<file path="src/rtl/spi_adc_pkg.sv">
// Shared FSM encoding and parameter limits for the SPI ADC reader.
package spi_adc_pkg;

   typedef enum logic [1:0] {
      ST_IDLE  = 2'd0,
      ST_SETUP = 2'd1,
      ST_SHIFT = 2'd2,
      ST_HOLD  = 2'd3
   } state_t;

   localparam int HALF_DIV_MIN   = 2;
   localparam int HALF_DIV_MAX   = 255;
   localparam int FRAME_BITS_MIN = 2;
   localparam int FRAME_BITS_MAX = 32;
   localparam int QUIET_MIN      = 1;
   localparam int QUIET_MAX      = 255;

   // Out-of-range parameters are pulled to the nearest legal value.
   function automatic int clamp(input int v, input int lo, input int hi);
      return (v < lo) ? lo : ((v > hi) ? hi : v);
   endfunction

endpackage

</file>
<file path="src/rtl/spi_clk_div.sv">
// SCLK half-period divider: emits fall/rise strobes at the end of each half period.
module spi_clk_div #(
   parameter int HALF_DIV = 13
) (
   input  logic clk,
   input  logic n_rst,
   input  logic en,
   output logic rise,
   output logic fall
);

   localparam int CW = $clog2(HALF_DIV + 1);

   logic [CW-1:0] cnt;
   logic          phase;
   logic          tick;

   // phase mirrors the sclk level of the half period in progress; a frame opens high.
   assign tick = en && (cnt == CW'(HALF_DIV - 1));
   assign rise = tick && !phase;
   assign fall = tick && phase;

   always_ff @(posedge clk or negedge n_rst) begin
      if (!n_rst) begin
         cnt   <= '0;
         phase <= 1'b1;
      end else if (!en) begin
         cnt   <= '0;
         phase <= 1'b1;
      end else if (tick) begin
         cnt   <= '0;
         phase <= ~phase;
      end else begin
         cnt   <= cnt + CW'(1);
      end
   end

endmodule

</file>
<file path="src/rtl/spi_adc_reader.sv">
// SPI ADC frame reader: one conversion per start, or back-to-back frames while cont is high.
module spi_adc_reader
   import spi_adc_pkg::*;
#(
   parameter int HALF_DIV   = 13,
   parameter int FRAME_BITS = 16,
   parameter int LEAD_BITS  = 3,
   parameter int DATA_BITS  = 8,
   parameter int QUIET_CYC  = 4
) (
   input  logic                 clk,
   input  logic                 n_rst,
   input  logic                 start,
   input  logic                 cont,
   input  logic                 sdata,
   output logic                 cs_n,
   output logic                 sclk,
   output logic [DATA_BITS-1:0] adc_data,
   output logic                 data_valid,
   output logic                 busy
);

   localparam int HD = clamp(HALF_DIV, HALF_DIV_MIN, HALF_DIV_MAX);
   localparam int FB = clamp(FRAME_BITS, FRAME_BITS_MIN, FRAME_BITS_MAX);
   localparam int QC = clamp(QUIET_CYC, QUIET_MIN, QUIET_MAX);
   localparam int BW = $clog2(FB + 1);
   localparam int QW = $clog2(QUIET_MAX + 1);

   state_t               state;
   logic [BW-1:0]        bit_cnt;
   logic [QW-1:0]        q_cnt;
   logic [DATA_BITS-1:0] shreg;
   logic                 div_en;
   logic                 rise;
   logic                 fall;
   logic                 in_data;

   assign div_en  = (state == ST_SETUP) || (state == ST_SHIFT);
   assign in_data = (bit_cnt > BW'(LEAD_BITS)) && (bit_cnt <= BW'(LEAD_BITS + DATA_BITS));

   spi_clk_div #(.HALF_DIV(HD)) u_div (
      .clk   (clk),
      .n_rst (n_rst),
      .en    (div_en),
      .rise  (rise),
      .fall  (fall)
   );

   always_ff @(posedge clk or negedge n_rst) begin
      if (!n_rst) begin
         state      <= ST_IDLE;
         cs_n       <= 1'b1;
         sclk       <= 1'b1;
         adc_data   <= '0;
         data_valid <= 1'b0;
         busy       <= 1'b0;
         bit_cnt    <= '0;
         q_cnt      <= '0;
         shreg      <= '0;
      end else begin
         data_valid <= 1'b0;
         case (state)
            ST_IDLE: begin
               if (start || cont) begin
                  state <= ST_SETUP;
                  cs_n  <= 1'b0;
                  busy  <= 1'b1;
               end
            end
            ST_SETUP: begin
               if (fall) begin
                  state   <= ST_SHIFT;
                  sclk    <= 1'b0;
                  bit_cnt <= BW'(1);
               end
            end
            ST_SHIFT: begin
               if (rise) begin
                  sclk <= 1'b1;
                  if (in_data) shreg <= (shreg << 1) | DATA_BITS'(sdata);
               end else if (fall) begin
                  // The last bit's high phase ends the frame without another low phase.
                  if (bit_cnt == BW'(FB)) begin
                     state      <= ST_HOLD;
                     cs_n       <= 1'b1;
                     adc_data   <= shreg;
                     data_valid <= 1'b1;
                     bit_cnt    <= '0;
                     q_cnt      <= '0;
                  end else begin
                     sclk    <= 1'b0;
                     bit_cnt <= bit_cnt + BW'(1);
                  end
               end
            end
            ST_HOLD: begin
               if (q_cnt == QW'(QC - 1)) begin
                  q_cnt <= '0;
                  if (cont) begin
                     state <= ST_SETUP;
                     cs_n  <= 1'b0;
                  end else begin
                     state <= ST_IDLE;
                     busy  <= 1'b0;
                  end
               end else begin
                  q_cnt <= q_cnt + QW'(1);
               end
            end
            default: state <= ST_IDLE;
         endcase
      end
   end

endmodule

</file>
<file path="config.mk">
export PLATFORM = sky130hd
export DESIGN_NAME = spi_adc_reader
export DESIGN_NICKNAME = d
export VERILOG_FILES = /design/src/rtl/spi_adc_pkg.sv /design/src/rtl/spi_clk_div.sv /design/src/rtl/spi_adc_reader.sv
export SDC_FILE = /design/constraint.sdc
export NUM_CORES = 1
export LEC_CHECK = 0
export BUFFER_PORTS_ARGS = -buffer_cell sky130_fd_sc_hd__clkbuf_2
export CAP_MARGIN = 20
export CORE_ASPECT_RATIO = 1.2
export CORE_MARGIN = 10
export CORE_UTILIZATION = 56
export DETAILED_ROUTE_END_ITERATION = 10
export PLACE_DENSITY = 0.75
export SLEW_MARGIN = 20
export SYNTH_ARGS = -nofsm -noshare
export SYNTH_HDL_FRONTEND = slang
export SYNTH_HIERARCHICAL = 1
export SYNTH_SLANG_ARGS = --single-unit
</file>
<file path="constraint.sdc">
create_clock -name clk -period 7 [get_ports clk]
set_input_delay 0.7 -clock clk [delete_from_list [all_inputs] [get_ports clk]]
set_output_delay 0.7 -clock clk [all_outputs]
set_load 0.05 [all_outputs]
</file>
# Word-level counts from Yosys, hierarchy flattened
# Index checks and enable logic that the tools add are counted.
# totals
reg_bits,40
word_cells,98
# classes
n_addsub,3
n_lt_le_gt_ge,2
eq_ne,17
n_mux,42
n_bitwise,3
reduce_logical,20
# ops
op,count
2-to-1 mux 8 bit,4
2-to-1 mux 1 bit,20
2-to-1 mux 5 bit,4
AND reduction 4 bit,5
!= test 2 bit (second input constant),8
one-hot mux 8 bit (2 select lines),1
2-to-1 mux 2 bit,6
one-hot mux 5 bit (2 select lines),1
adder 8 x 1 -> 8 bit (second input constant),1
equality test 8 x 2 -> 1 bit (second input constant),1
2-to-1 mux 4 bit,2
bitwise OR 8 x 1 -> 8 bit,1
one-hot mux 2 bit (4 select lines),1
AND reduction 7 bit,1
!= test 3 bit (second input constant),2
AND reduction 6 bit,1
nonzero test 2 bit,3
adder 5 x 1 -> 5 bit (second input constant),1
equality test 5 bit (second input constant),1
greater-than comparator 5 x 2 -> 1 bit (second input constant),1
less-or-equal comparator 5 x 4 -> 1 bit (second input constant),1
adder 4 x 1 -> 4 bit (second input constant),1
equality test 2 bit (second input constant),2
equality test 4 bit (second input constant),1
11 further kinds,17

# Logic depth before layout (Yosys ltp)
# logic_depth
depth_word,7
depth_mapped,12
mapped_depth_nobuf,9

# Hierarchy
# Netlist, hierarchy kept.
# by_module_without_submodules
mod,instances,cells_per_inst,area_per_inst_um2
spi_adc_reader,1,164,1820.5
spi_clk_div,1,27,259.0

# Worst setup path before layout
# No wires, ideal clock.
# synth_timing
kind,reg-to-reg
from,register u_div.cnt[0]
to,register state[1]
t_arrival_ps,2231
required_ps,6875
setup_slack_ps,4643
path_stages_with_launch,10
n_path_buf,1
period_less_slack_ps,2357
path_cell_list,dfrtp_1 -> inv_2 -> ha_1 -> and3_1 -> clkbuf_1 -> and3_1 -> inv_1 -> o31a_1 -> or3_4 -> mux2_4
# synth_via
elab_chain_len,5
elab_cells_between_ends,8
classes_between,4 x eq/ne; 4 x reduce/logical
# synth_rtl
item,line_no,source
start: declaration,spi_clk_div.sv:14,logic [CW-1:0] cnt;
start signal: assignment,spi_clk_div.sv:34,cnt <= cnt + CW'(1);
equality test 4 bit (*),spi_clk_div.sv:19,assign tick = en && (cnt == CW'(HALF_DIV - 1));
logical AND 1 bit (*),spi_clk_div.sv:19,
logical AND 1 bit (*),spi_clk_div.sv:21,assign fall = tick && phase;
via fall,spi_adc_reader.sv:35,logic fall;
!= test 2 bit (no source line),-,
AND reduction 6 bit (no source line) (*),-,
end signal: assignment,spi_adc_reader.sv:51,state <= ST_IDLE;
end signal: assignment,spi_adc_reader.sv:65,state <= ST_SETUP;
end signal: assignment,spi_adc_reader.sv:72,state <= ST_SHIFT;
end: declaration,spi_adc_reader.sv:29,state_t state;
# Mark *: on every way through the listed nets, which the timed path passes. The rest lies on a longest branch.
# A chain may end at the register's enable or synchronous reset.

# Worst setup path in the final report
# layout_timing
from,register state[0]
to,register q_cnt[3]
# layout_via
elab_chain_len,6
elab_cells_between_ends,13
classes_between,6 x eq/ne; 1 x mux; 6 x reduce/logical
# layout_rtl
item,line_no,source
equality test 2 x 1 -> 1 bit or equality test 2 bit (tied branches),spi_adc_reader.sv:38,assign div_en = (state == ST_SETUP) || (state == ST_SHIFT);
logical OR 1 bit (*),spi_adc_reader.sv:38,
via div_en,spi_adc_reader.sv:33,logic div_en;
logical AND 1 bit (*),spi_clk_div.sv:19,
logical AND 1 bit (*),spi_clk_div.sv:20,assign rise = tick && !phase;
via rise,spi_adc_reader.sv:34,logic rise;
!= test 2 bit (no source line) (*),-,
AND reduction 4 bit (no source line) (*),-,
end signal: assignment,spi_adc_reader.sv:107,q_cnt <= q_cnt + QW'(1);
end: declaration,spi_adc_reader.sv:31,logic [QW-1:0] q_cnt;
# Marks and branches as above.

==> run_results.csv <==
group,metric,value,unit
critical_path,worstSetupEndpointType,"flop",
critical_path,cp_top_family,"compound AO/OA/AOI/OAI gates",
die,die_h,86.8,um
clocking,clockBufferDepth,2,
synthesis,async_reset_ff_share,100,%
synthesis,synth_edf_count,0,
sta,rsz0062_at_grt,"no",
finish,nNetsFinal,226,
clocking,cts_hold_buffers,0,
finish,diodes,0,
status,status,"finished, final reports clean",
sta,setup_violations,0,
critical_path,worst_path_max_delay_cell,"a2bb2oi_1",
clocking,h-tree-depth,2,
critical_path,rr_worst_depth,8,
critical_path,timing.critical_path.depth,8,
routing,drtAntennaViolNets,0,
routing,wirelength,4030,um
critical_path,max_stage_delay,0.67,ns
synthesis,syn_inst,191,
global_route,grt_max_degree,41,
routing,drt_drc_violations_left,0,
routing,first_pass_iters,4,
sta,fmax,0.354,GHz
critical_path,arrival,3.05,ns
clocking,cts_tree,"done",
routing,via_count,1472,
sta,hold_violations,0,
synthesis,syn_area_per_cell,10.9,um^2
sta,timing.setup.tns,0,ns
min_path,worstHoldStart,"adc_data[7]",
sta,relSlewSlack,34.7,%
critical_path,r2r-start,"state[0]",
place,numPortBuffers,16,
routing,viasPerCell,5.89,
synthesis,synth_area,0.00208,mm^2
global_route,grt_pass1_vias,1579,
place,dp_slack,4.27,ns
sta,setup_slack,4.17,ns
place,gp_congestion,0.865,
synthesis,synth_seq_cells,40,
clocking,clock_tree.root_cell,"clkbuf_8",
sta,final.min_clock_period,2.83,ns
clocking,cts_setup_buffers,0,
finish,drive_gt1_share,25.6,%
global_route,grt_pass1_wl,7070,um
clocking,clock-sinks,40,
power_and_ir_drop,power.density,299,mW/mm^2
synthesis,syn-num-nets,207,
critical_path,startpoint,"state[0]",
critical_path,cp_max_fo,15,
die,row_count,24,
sta,slew_violations,0,
sta,skew,0.00761,ns
power_and_ir_drop,total_power,690,uW
place,dpl.hpwl,3010,um
finish,synthToLayoutAreaGrowth,10.9,%
critical_path,start_kind,"flop",
routing,wl_per_cell,16.1,um
critical_path,crit_chain,"inv_1 -> ha_1 -> nand2_1 -> nor2_1 -> and3b_1 -> a2bb2oi_1 -> o21ai_0 -> a21oi_1",
die,dieArea,0.00656,mm^2
die,start_util,57.7,%
min_path,whs_path_depth,1,
global_route,antenna_found_initial,0,
global_route,grt-ovfl-total,0,
clocking,cts.clk_slew.worst_paths,0.08,ns
clocking,insertion_delay,0.29,ns
global_route,grt.total_usage,13.5,%
synthesis,synth_ff_type,"dfrtp_1",
die,core-area,0.00360,mm^2
clocking,cts_buffers,5,
job,cap_violations,0,
synthesis,ys_seq_area_share,48.3,%
synthesis,synth_cell_types,47,
die,die_w,75.6,um
clocking,cts_resized,0,
critical_path,crit_buf_inv,1,
sta,tightest_slew,0.980,ns
critical_path,path_class,"flop to flop",
sta,whs,0.513,ns
synthesis,yosys_warnings,6,
power_and_ir_drop,power.leakage,0.00107,uW
power_and_ir_drop,ir_drop,0.000188,V
routing,drt_first_iter_violations,114,
sta,finalCritPeriodShare,40.4,%
die,ioPinCount,17,
critical_path,required,7.22,ns
min_path,hp-class,"flop to flop",
cell usage in the layout (no fill, tap or decap), types with 4 or more instances in the layout:
master,count
nor3_1,4
or3_1,6
ha_1,11
o21ai_0,15
nand2_1,13
clkbuf_2,16
inv_1,11
dfrtp_1,37
mux2_2,16
nand3_1,6
a21oi_1,9
clkbuf_8,5
nor2_1,9
worst paths after layout:
path	to	slack, ns
max in group asynchronous	u_div/cnt[2]	5.85
worst min-delay path	adc_data[7]	0.51
worst max-delay path	q_cnt[3]	4.17
worst min register to register	adc_data[7]	0.51
worst max register to register	q_cnt[3]	4.17
min in group asynchronous	q_cnt[5]	0.55
synth_stat cells (2+ instances only):
master,count,area [um^2]
a21oi_1,9,45.0
or3_1,6,37.5
and3b_1,2,17.5
nand4_1,3,18.8
nor3b_1,2,15.0
nand2b_1,2,12.5
and2_1,3,18.8
o21ai_0,15,75.1
a21boi_0,2,15.0
inv_1,11,41.3
clkbuf_1,2,7.51
a2bb2oi_1,2,17.5
a211o_1,2,17.5
dfrtp_1,37,926
nand3_1,6,30.0
xor2_1,3,26.3
nor4_1,2,12.5
dfstp_2,3,78.8
nor2_1,9,33.8
nor3_1,4,20.0
nand2_1,13,48.8
and3_1,2,12.5
mux2_2,16,180
buf_2,2,10.0
ha_1,11,138
area by class of cell:
class	instances	area, um^2
tap	39	48.8
multi-input combinational	135	1010
timing repair buffer	16	80.1
inverter	12	45.0
fill	296	1300
clock inverter	3	46.3
sequential	40	1000
clock buffer	5	68.8
where the power goes:
group          switching [uW]  internal, uW  total, uW
clock network            85.0           107        192
logic                     133          90.9        224
registers                21.3           252        274
total                     240           451        690
sequential cells by signal (all words and copies together), names as in the netlist, 2 cells and up:
signal and flops:
u_div/cnt 4, adc_data 8, q_cnt 8, state 2, shreg 8, bit_cnt 5
layer usage:
| layer | vias up | wire length, um | global-route usage [%] |
|---|---|---|---|
| li1 | 717 | - | - |
| met1 | 724 | 1680 | 15.9 |
| met2 | 27 | 2160 | 22.9 |
| met3 | 4 | 147 | 3.55 |
| met4 | 0 | 34 | 4.40 |
| met5 | - | 0 | 0 |
through the flow:
stage                     instance area, um^2  instances  util [%]
after floorplan                          2080        191         -
final                                    2310        250      64.0
after detailed placement                 2190        242      60.8
after CTS                                2310        250      64.0
after global placement                   2190        242      60.8
after global routing                     2310        250      64.0
cell families (layout without fill, tap and decap cells):
| group | after synthesis | in the layout | synth area share (%) |
|---|---|---|---|
| and+or+nand+nor | 66 | 66 | 20.0 |
| DFF | 40 | 40 | 48.3 |
| AOI/OAI and AO/OA | 37 | 37 | 11.0 |
| muxes | 17 | 17 | 9.39 |
| buffers and inverters | 16 | 36 | 3.01 |
| adders and majority gates | 11 | 11 | 6.62 |
| xor gates and xnor gates | 4 | 4 | 1.69 |
worst register-to-register path, cell delays in order (launching register included):
cell and delay, ns:
dfrtp_1 0.43, inv_1 0.12, ha_1 0.42, nand2_1 0.07
nor2_1 0.38, and3b_1 0.25, a2bb2oi_1 0.67, o21ai_0 0.25
a21oi_1 0.17
Power figures use the tool's default switching activity.
